<file path="config.mk">
export PLATFORM = sky130hd
export DESIGN_NAME = pipe_stage_ctrl
export DESIGN_NICKNAME = d
export VERILOG_FILES = /design/src/rtl/pipe_stage_ctrl.sv
export SDC_FILE = /design/constraint.sdc
export NUM_CORES = 1
export LEC_CHECK = 0
export BUFFER_PORTS_ARGS = -buffer_cell sky130_fd_sc_hd__buf_2
export CAP_MARGIN = 20
export CORE_MARGIN = 1.5
export CORE_UTILIZATION = 45
export CTS_CLUSTER_SIZE = 30
export DETAILED_ROUTE_END_ITERATION = 16
export GPL_ROUTABILITY_DRIVEN = 0
export PLACE_DENSITY = 0.85
export REMOVE_ABC_BUFFERS = 1
export SLEW_MARGIN = 20
export SYNTH_ARGS = -nofsm -noshare
export SYNTH_HDL_FRONTEND = slang
export SYNTH_SLANG_ARGS = --single-unit
</file>
<file path="constraint.sdc">
create_clock -name clk -period 4 [get_ports clk]
set_input_delay 0.8 -clock clk [delete_from_list [all_inputs] [get_ports clk]]
set_output_delay 0.8 -clock clk [all_outputs]
set_load 0.1 [all_outputs]
</file>
<file path="src/rtl/pipe_stage_ctrl.sv">
// pipe_stage_ctrl: control-path pipeline register for an inter-stage boundary.
// It carries a packed control word and a valid bit, and supports stall (hold)
// and clear (flush to bubble). After a reset or clear it blanks the stage for
// FLUSH_HOLD cycles. bubble_cnt is a saturating count of inserted bubble
// cycles. Updates happen on the falling edge when NEG_EDGE=1, otherwise on
// the rising edge.
module pipe_stage_ctrl #(
    parameter int unsigned    W            = 32,
    parameter logic [W-1:0]   BUBBLE_VAL   = '0,
    parameter int unsigned    FLUSH_HOLD   = 1,
    parameter bit             NEG_EDGE     = 1'b1,
    parameter bit             ZERO_INVALID = 1'b1,
    parameter int unsigned    CW           = 16
) (
    input  logic          clk,
    input  logic          reset,
    input  logic          clear,
    input  logic          stall,
    input  logic          valid_d,
    input  logic [W-1:0]  data_d,
    output logic          valid_e,
    output logic [W-1:0]  data_e,
    output logic          blanking,
    output logic [CW-1:0] bubble_cnt
);

    localparam logic [3:0]    HOLD_INIT = 4'(FLUSH_HOLD);
    localparam logic [CW-1:0] CNT_MAX   = '1;

    logic [W-1:0]  data_e_d,     data_e_q;
    logic          valid_e_d,    valid_e_q;
    logic [3:0]    hold_cnt_d,   hold_cnt_q;
    logic [CW-1:0] bubble_cnt_d, bubble_cnt_q;
    logic [CW-1:0] bubble_inc;

    // Saturating increment of the bubble counter; it never wraps.
    always_comb begin
        bubble_inc = bubble_cnt_q;
        if (bubble_cnt_q != CNT_MAX) begin
            bubble_inc = bubble_cnt_q + CW'(1);
        end
    end

    // Next-state selection: reset > clear > blanking > stall > load.
    always_comb begin
        data_e_d     = data_e_q;
        valid_e_d    = valid_e_q;
        hold_cnt_d   = hold_cnt_q;
        bubble_cnt_d = bubble_cnt_q;
        if (!reset) begin
            data_e_d     = BUBBLE_VAL;
            valid_e_d    = 1'b0;
            hold_cnt_d   = HOLD_INIT;
            bubble_cnt_d = '0;
        end else if (clear) begin
            data_e_d     = BUBBLE_VAL;
            valid_e_d    = 1'b0;
            hold_cnt_d   = HOLD_INIT;
            bubble_cnt_d = bubble_inc;
        end else if (hold_cnt_q != 4'd0) begin
            // Blanking window: the stage stays a bubble regardless of stall.
            data_e_d     = BUBBLE_VAL;
            valid_e_d    = 1'b0;
            hold_cnt_d   = hold_cnt_q - 4'd1;
            bubble_cnt_d = bubble_inc;
        end else if (!stall) begin
            valid_e_d = valid_d;
            if (!valid_d && ZERO_INVALID) begin
                data_e_d = BUBBLE_VAL;
            end else begin
                data_e_d = data_d;
            end
        end
    end

    // State register on the clock edge chosen at elaboration time.
    if (NEG_EDGE) begin : g_neg_edge
        // Falling-edge state update.
        always_ff @(negedge clk) begin
            data_e_q     <= data_e_d;
            valid_e_q    <= valid_e_d;
            hold_cnt_q   <= hold_cnt_d;
            bubble_cnt_q <= bubble_cnt_d;
        end
    end else begin : g_pos_edge
        // Rising-edge state update.
        always_ff @(posedge clk) begin
            data_e_q     <= data_e_d;
            valid_e_q    <= valid_e_d;
            hold_cnt_q   <= hold_cnt_d;
            bubble_cnt_q <= bubble_cnt_d;
        end
    end

    assign data_e     = data_e_q;
    assign valid_e    = valid_e_q;
    assign blanking   = (hold_cnt_q != 4'd0);
    assign bubble_cnt = bubble_cnt_q;

endmodule

</file>
Word level (Yosys, flattened, before mapping)
Cells that the tools add are included.
{ "totals": {"regBits": 53, "out_inout_bits": 50, "word_cells": 16} }
{ "op_classes": {"add_sub_neg": 2, "n_eq_ne": 1, "mux": 4, "bitwise": 1, "reduce_logical": 4} }
{ "op_table": {"columns": ["cell", "count"], "rows": [
  ["$mux 16", 3],
  ["$mux 32", 1],
  ["$add 16x1->16 const B", 1],
  ["$ne 16x16->1 const B", 1],
  ["$reduce_bool 4->1", 1],
  ["$sub 4x1->4 const B", 1],
  ["$reduce_or 3->1", 1],
  ["$reduce_bool 2->1", 1],
  ["$reduce_or 2->1", 1],
  ["$not 1->1", 1]
]} }

Depth between registers and ports, before layout
Gate-level depths: netlist (run 1).
{ "logic_depth": {"word_depth": 4, "ltp_mapped": 6} }

==> impl_metrics.py, run 1 <==
metrics = {
    "cts": {
        "cts_max_level": 2,
        "clock_latency_ps": 380,
        "cts_tree": "done",
        "root_buffer": "clkbuf_8",
        "clockBufferDepth": 2,
        "cts_setup_buffers": 0,
        "cts.sinks": 53,
        "path_clk_slew_ps": 30,
        "cts_buffers": 5,
    },
    "sta": {
        "worst_pin_slew_ps": 816,
        "grt_setup_unrepaired": "yes",
        "setup_slack_ps": 22.0,
        "final_hold_viol_count": 0,
        "fin_setup_tns_ps": 0,
        "finalSetupViolCount": 0,
        "relSlewSlack_pct": 45.2,
        "fin_skew_ps": 25.2,
        "slew_viol_final": 0,
    },
    "die": {
        "fp-row-count": 24,
        "core-area_um2": 4470,
        "die-height_um": 72.2,
        "dieWidth_um": 72.2,
        "die-area_um2": 5210,
        "start_util_pct": 48.1,
        "io-pin-count": 87,
    },
    "synthesis": {
        "synth_top_area_cell": "dfxtp_1",
        "yosysWarnings": 0,
        "synth_area_um2": 2150,
        "synth_cell_type_count": 34,
        "synth_area_leaders": "dfxtp_1 (49%), a22oi_1 (11%), nor2_1 (6.3%)",
        "synth_top_area_share_pct": 49.3,
        "synth_edf_count": 0,
        "postSynthAreaPerCell_um2": 9.24,
        "yosys_register_bits": 53,
        "async_reset_ff_share_pct": 0,
        "yosysSeqAreaShare_pct": 49.3,
        "yosys-top-cells-count": "dfxtp_1 (53), nor2_1 (36), a22oi_1 (32)",
        "syn_inst": 233,
        "synth_most_common_cell": "dfxtp_1",
        "synth_ff_type": "dfxtp_1",
    },
    "critical_path": {
        "critPathMaxFanout": 5,
        "reg2reg_depth": 4,
        "path_buf_inv": 1,
        "crit_chain": "nor2_1, nand2_4, buf_12",
        "end_kind": "output port",
        "crit_type": "reg -> out",
        "start_kind": "flip-flop",
        "cp_data_arrival_time_ps": 3180,
        "crit_slowest_cell": "dfxtp_1",
        "critical_path.max_stage_delay_ps": 350,
        "r2r-start": "bubble_cnt[8]",
        "r2r_end": "bubble_cnt[14]",
        "rrSetupSlack_ps": 2030,
        "cp_data_required_time_ps": 3200,
        "cp_top_family": "flip-flops",
    },
    "grt": {
        "use_met2_pct": 34.3,
        "gr-max-usage-layer": "met2",
        "grt_pass1_wl_um": 9050,
        "grt_pass1_vias": 2218,
        "overflow": 0,
        "grt_max_degree": 28,
        "met3_usage_pct": 9.72,
        "grt_usage_pct": 22.0,
        "grt_use_met1_pct": 24.8,
        "antenna_found_initial": 0,
    },
    "route": {
        "antenna_left": 0,
        "post_drt_wl_per_cell_um": 12.9,
        "viasPerCell": 5.38,
        "drc": 0,
        "routed_wl_um": 5450,
        "first_iter_violations": 106,
        "dr.pass1.iters": 5,
        "vias": 2276,
    },
    "power": {
        "powerDensity_nw_per_um2": 390,
        "pwr-share-seq_pct": 46.2,
        "peakVddDrop_uv": 246,
        "combPwrFrac_pct": 11.1,
        "power.leakage_nw": 1.45,
        "pwr-share-clk_pct": 42.8,
        "p_int_w": 0.000774,
        "switching_share_pct": 34.6,
        "p_switching_w": 0.000410,
    },
    "placement": {
        "preCtsSetupSlack_ps": 15.8,
        "portBuffers": 86,
        "dp_hpwl_um": 3700,
    },
    "finish": {
        "fin_util_pct": 67.8,
        "num_antenna_cells": 0,
        "nNetsFinal": 410,
        "syn_to_final_growth_pct": 40.9,
        "final_layout_size_suffix_gt1_share_pct": 31.3,
    },
    "worst_hold_path": {
        "worstHoldPathType": "reg -> reg",
        "whs_endpoint": "data_e[3]",
        "whs_path_depth": 2,
        "min_from": "data_e[3]",
    },
    "run": {
        "maxCapViolCount": 0,
    },
    "status": {
        "outcome": "finished, final reports clean",
    },
}
## flip-flops by register name, summed over array words and instances (netlist names)
signal      flops
data_e         32
bubble_cnt     16
hold_cnt_q      4
valid_e         1
## how the worst max path moves through the flow
stage,startpoint,end,cells after the start
floorplan,valid_d,data_e[0],3
global placement,clear,bubble_cnt[15],5
detailed placement,clear,bubble_cnt[15],5
CTS,hold_cnt_q[2],blanking,3
global route,hold_cnt_q[0],blanking,4
finish,hold_cnt_q[2],blanking,3
## worst reg2reg max path: cells and delay by family, from the launching register on
family | cells | cell delay (ps)
flip-flops | 1 | 480
multiplexers | 1 | 160
AND/OR/NAND/NOR | 3 | 1210
## cell families (layout without fill, tap and decap cells)
family	count (synthesis)	after routing	share of synthesized area, %
and+or+nand+nor	93	93	23.8
AOI/OAI and AO/OA	59	59	18.4
DFF	53	53	49.3
buffers and inverters	18	156	3.49
muxes	5	5	2.38
adders and majority gates	3	3	1.74
xor gates and xnor gates	2	2	0.814
## area by class of cell
cell class / count / area (um^2)
Clock buffer: 5 / 68.8
Clock inverter: 56 / 214
Fill cell: 376 / 1440
Inverter: 3 / 11.3
Multi-Input combinational cell: 162 / 1040
Sequential cell: 53 / 1060
Tap cell: 52 / 65.1
Timing Repair Buffer: 92 / 571
## layout by cell type (no fill, tap or decap), drive strengths merged, types with 8 or more instances in the layout
cell type  Yosys  final
inv            4     58
or4            8      8
o31ai          8      8
nand2         13     13
dfxtp         53     53
nand3          8      8
nor2          36     36
a21oi         13     13
buf            4     88
clkbuf        10      9
a22oi         32     32
## stage by stage
| stage | instance area [um^2] | hold slack, ps | power [W] | cells |
|---|---|---|---|---|
| CTS | 3020 | 504 | 0.00121 | 423 |
| finish | 3030 | 495 | 0.00118 | 423 |
| detailed placement | 2690 | 479 | 0.000762 | 363 |
| global route | 3030 | 525 | 0.00127 | 423 |
| global placement | 2690 | 480 | 0.000759 | 363 |
| floorplan | 2090 | 495 | 0.000713 | 219 |
## power groups by stage
stage               Combinational (W)  Sequential [W]   Clock, W
detailed placement           0.000126        0.000554  0.0000821
CTS                          0.000130        0.000546   0.000532
global placement             0.000123        0.000554  0.0000821
global route                 0.000140        0.000546   0.000588
floorplan                   0.0000419        0.000589  0.0000821
finish                       0.000131        0.000547   0.000506
## timing repair
item | 4_1_cts | 5_1_grt
setup endpoints to repair | 12 | 5
pin swaps | 0 | 1
gates resized for setup | 19 | 4
hold buffers | 0 | 0
## routing by layer
layer  wire [um]  up-vias
met2        2560      107
met5           0        -
li1            -     1130
met4          79        0
met3         494        7
met1        2320     1032
Note: power is estimated with default switching activity, not from simulation.
==> run 2: changes to the inputs <==
CORE_UTILIZATION = 50   (was 45)
PLACE_DENSITY = 0.92   (was 0.85)
==> run 2 against run 1 <==
- total power increased by 7.2%
- first-iteration DRC count increased by 78%
- flip-flop and latch count unchanged
- largest cell class unchanged
- highest routed layer unchanged
- critical path depth increased by 1
- sequential share of layout area decreased by 0.72 points
- worst hold slack improved by 8.3 ps
- register-to-register slack got worse by 120 ps
- non-clock buffer count increased by 3
- combinational power increased by 5%
- setup slack improved by 7.7 ps
- design area increased by 2.1%
==> impl_metrics.py, run 2 (synthesis gave the netlist of run 1 again) <==
metrics = {
    "cts": {
        "root_buffer": "clkbuf_8",
        "cts_tree": "done",
        "cts.sinks": 53,
        "cts_max_level": 2,
        "clockBufferDepth": 2,
        "clock_latency_ps": 400,
        "path_clk_slew_ps": 40,
        "cts_buffers": 5,
    },
    "worst_hold_path": {
        "worstHoldPathType": "reg -> reg",
        "min_from": "data_e[24]",
        "whs_endpoint": "data_e[24]",
        "whs_path_depth": 2,
    },
    "power": {
        "power.leakage_nw": 1.47,
        "peakVddDrop_uv": 371,
        "powerDensity_nw_per_um2": 410,
    },
    "grt": {
        "grt_pass1_vias": 2179,
        "overflow": 0,
        "grt_usage_pct": 25.7,
        "antenna_found_initial": 0,
        "grt_max_degree": 34,
        "grt_pass1_wl_um": 9100,
    },
    "finish": {
        "num_antenna_cells": 0,
        "final_layout_size_suffix_gt1_share_pct": 32.4,
        "nNetsFinal": 413,
        "layout_commonest_cell": "buf_2",
        "syn_to_final_growth_pct": 43.8,
        "largest_reg_flops": 32,
        "n_fill_cell": 285,
        "mostFrequentLayoutCells": "buf_2 (66), inv_1 (54), dfxtp_1 (51)",
        "stdcell_area_um2": 3100,
        "fin_util_pct": 76.3,
    },
    "route": {
        "vias": 2341,
        "viasPerCell": 5.52,
        "drc": 0,
        "first_iter_violations": 189,
        "routed_wl_um": 5970,
        "post_drt_wl_per_cell_um": 14.1,
        "dr.pass1.iters": 5,
        "antenna_left": 0,
    },
    "status": {
        "outcome": "finished, final reports clean",
    },
    "sta": {
        "finalSetupViolCount": 0,
        "grt_setup_unrepaired": "yes",
        "fin_skew_ps": 41.9,
        "worst_pin_slew_ps": 904,
        "relSlewSlack_pct": 39.2,
        "final_hold_viol_count": 0,
        "hold_ws_ps": 504,
        "slew_viol_final": 0,
    },
    "critical_path": {
        "critPathMaxFanout": 3,
        "reg2reg_depth": 4,
        "start_kind": "flip-flop",
        "r2r_end": "bubble_cnt[14]",
        "end_kind": "output port",
        "crit_type": "reg -> out",
        "cp_data_arrival_time_ps": 3170,
        "rrSetupSlack_ps": 1910,
        "cp_data_required_time_ps": 3200,
        "r2r-start": "bubble_cnt[8]",
    },
    "die": {
        "die-height_um": 68.6,
        "start_util_pct": 53.0,
        "dieWidth_um": 68.6,
        "core-area_um2": 4060,
        "fp-row-count": 23,
        "io-pin-count": 87,
        "die-area_um2": 4710,
    },
    "placement": {
        "dp_hpwl_um": 3950,
        "portBuffers": 86,
        "placed_area_um2": 2700,
    },
    "run": {
        "maxCapViolCount": 0,
    },
}
-- run 2: worst max-delay path, stage by stage, from the launching register on --
cell     delay (ps)
dfxtp_2         340
inv_2            50
ha_4            170
nand2_4          70
buf_12          170
-- run 2: repair_timing --
action	in CTS	in global routing
resized for setup	20	8
gates cloned	0	0
hold buffers	0	0
pin swaps	0	1
buffers inserted	0	2
endpoints found under the setup margin	14	7
-- run 2: layout make-up --
class	instances	area, um^2	share of cell area (%)
clock buffer	5	68.8	2.22
clock inverter	56	243	7.84
inverter	3	11.3	0.364
multi-input combinational	162	1040	33.6
sequential	53	1060	34.4
tap	50	62.6	2.02
timing repair buffer	95	606	19.6
-- run 2: power breakdown --
| group | leakage [nW] | switching (W) | total (W) | internal [W] |
|---|---|---|---|---|
| Combinational | 0.706 | 0.0000883 | 0.000138 | 0.0000498 |
| Clock | 0.337 | 0.000328 | 0.000584 | 0.000256 |
| Sequential | 0.428 | 0.00000770 | 0.000546 | 0.000539 |
-- run 2: worst max-delay path by stage --
stage / startpoint / endpoint / depth (start not counted)
floorplan: valid_d / data_e[0] / 3
global placement: clear / bubble_cnt[15] / 5
detailed placement: clear / bubble_cnt[15] / 5
CTS: hold_cnt_q[0] / blanking / 4
global route: hold_cnt_q[0] / blanking / 4
finish: hold_cnt_q[0] / blanking / 4
-- run 2: layer usage --
layer	share of wire [%]	vias up	global-route usage (%)
li1	-	1137	-
met1	40	1090	27.9
met2	52	104	41.8
met3	6.7	10	11.4
met4	1.8	0	14.0
met5	0	-	0
-- run 2: per-stage QoR --
step | total power, W | worst slack [ps] | std cells | TNS [ps]
5_1_grt | 0.00135 | -23.1 | 424 | -23.1
4_1_cts | 0.00128 | 12.2 | 422 | 0
2_1_floorplan | 0.000713 | -252 | 219 | -8360
6_report | 0.00127 | 29.7 | 424 | 0
3_3_place_gp | 0.000760 | 50.1 | 362 | 0
3_5_place_dp | 0.000765 | 22.0 | 362 | 0
==> run 3: changes to the inputs <==
CAP_MARGIN = unset   (was 20)
CORE_UTILIZATION = 47   (was 50)
PLACE_DENSITY = 0.88   (was 0.92)
clock period = 4.4 ns   (was 4 ns; I/O delays follow)
==> run 3 against run 2 <==
- via count decreased by 2.8%
- flip-flop and latch count did not move
- global-route usage shrank 3.7 points
- clock skew shrank 23 ps
- worst hold slack improved by 0.82 ps
- routed wire length fell by 8.5%
- highest routed layer unchanged
- die area is 6.1% higher
- largest cell class unchanged
- design area decreased by 4.2%
- core utilization down 8.6 points
- sequential power shrank 9.3%
- count of clock-buffer cells in the layout unchanged
- first-iteration DRC count shrank 40%
==> impl_metrics.py, run 3 (synthesis gave the netlist of run 1 again) <==
metrics = {
    "status": {
        "outcome": "finished, final reports clean",
    },
    "grt": {
        "grt_usage_pct": 22.0,
        "grt_pass1_vias": 2331,
        "grt_max_degree": 34,
        "antenna_found_initial": 0,
        "grt_pass1_wl_um": 9100,
        "overflow": 0,
    },
    "finish": {
        "mostFrequentLayoutCells": "buf_2 (82), inv_1 (56), dfxtp_1 (52)",
        "num_antenna_cells": 0,
        "nNetsFinal": 409,
        "fin_util_pct": 67.7,
        "syn_to_final_growth_pct": 37.8,
        "stdcell_area_um2": 2970,
        "layout_commonest_cell": "buf_2",
        "largest_reg_flops": 32,
        "multi_input_area_um2": 1020,
        "final_layout_size_suffix_gt1_share_pct": 30.5,
        "n_fill_cell": 366,
        "finalNonFillerCells": 422,
        "seqCellArea_um2": 1060,
    },
    "route": {
        "antenna_left": 0,
        "routed_wl_um": 5460,
        "post_drt_wl_per_cell_um": 12.9,
        "vias": 2275,
        "drc": 0,
        "viasPerCell": 5.39,
        "first_iter_violations": 113,
        "dr.pass1.iters": 4,
    },
    "sta": {
        "grt_setup_unrepaired": "no",
        "final_hold_viol_count": 0,
        "worst_pin_slew_ps": 842,
        "slew_viol_final": 0,
        "relSlewSlack_pct": 43.4,
        "finalSetupViolCount": 0,
        "fin_skew_ps": 18.5,
        "fin_setup_tns_ps": 0,
    },
    "critical_path": {
        "path_buf_inv": 1,
        "cp_data_arrival_time_ps": 3470,
        "cp_top_family": "buffers and inverters",
        "rrSetupSlack_ps": 2450,
        "critical_path.max_stage_delay_ps": 470,
        "crit_chain": "buf_2",
        "crit_slowest_cell": "buf_2",
        "crit_type": "reg -> out",
        "cp_data_required_time_ps": 3520,
        "start_kind": "flip-flop",
        "critPathMaxFanout": 7,
        "reg2reg_depth": 5,
        "end_kind": "output port",
        "r2r-start": "bubble_cnt[0]",
        "r2r_end": "bubble_cnt[14]",
    },
    "placement": {
        "dp_hpwl_um": 3680,
        "portBuffers": 86,
        "placed_area_um2": 2670,
        "dp_cells": 362,
    },
    "cts": {
        "cts.sinks": 53,
        "hold_buffers": 0,
        "root_buffer": "clkbuf_8",
        "path_clk_slew_ps": 30,
        "cts_max_level": 2,
        "cts_setup_buffers": 0,
        "cts_buffers": 5,
        "clockBufferDepth": 2,
        "cts_tree": "done",
        "clock_latency_ps": 380,
    },
    "die": {
        "die-height_um": 70.7,
        "start_util_pct": 49.1,
        "dieWidth_um": 70.7,
        "io-pin-count": 87,
        "die-area_um2": 4990,
        "core-area_um2": 4380,
        "fp-row-count": 24,
    },
    "run": {
        "maxCapViolCount": 0,
    },
    "worst_hold_path": {
        "whs_endpoint": "data_e[13]",
        "min_from": "data_e[13]",
        "worstHoldPathType": "reg -> reg",
        "whs_path_depth": 2,
    },
    "power": {
        "power.leakage_nw": 1.44,
        "peakVddDrop_uv": 217,
        "powerDensity_nw_per_um2": 365,
    },
}
run 3: changes by cell type in the layout (fill, tap and decap cells not counted), moves of 2 or more:
cell,previous run,this run
buf_2,66,82
buf_4,19,3
inv_1,54,56
buf_6,2,0
inv_2,2,0
run 3: final cells by class:
type	instances	area share, %
inverter	3	0.380
clock inverter	56	7.42
tap	52	2.19
multi-input combinational	162	34.5
timing repair buffer	91	17.4
clock buffer	5	2.32
sequential	53	35.8
run 3: where the power goes:
part	switching (W)	internal, W
Sequential	0.00000568	0.000490
Clock	0.000294	0.000176
Combinational	0.0000781	0.0000385
run 3: worst max-delay path by stage:
stage / from / end / slack, ps / depth (start not counted)
3_3_place_gp: clear / bubble_cnt[15] / 170 / 5
5_1_grt: bubble_cnt[9] / bubble_cnt[9] / 5 / 1
6_report: bubble_cnt[9] / bubble_cnt[9] / 50 / 1
3_5_place_dp: clear / bubble_cnt[15] / 130 / 5
2_1_floorplan: valid_d / data_e[0] / -130 / 3
4_1_cts: bubble_cnt[3] / bubble_cnt[3] / 10 / 1
run 3: timing repair:
item	CTS	global route
setup endpoints to repair	1	4
resized for setup	2	4
hold endpoints to repair	0	0
run 3: layer usage:
layer	share of wire [%]	GRT usage [%]	wire length, um
met2	47	36.9	2580
met4	1.8	12.6	96
met5	0	0	0
met3	7.6	9.69	416
met1	43	22.9	2370
run 3: through the flow:
step | total power [W] | hold WS [ps] | setup WS (ps)
6_report | 0.00108 | 504 | 54.6
5_1_grt | 0.00115 | 528 | 5.16
4_1_cts | 0.00110 | 506 | 10.0
3_5_place_dp | 0.000692 | 494 | 134
3_3_place_gp | 0.000689 | 465 | 173
2_1_floorplan | 0.000648 | 495 | -132
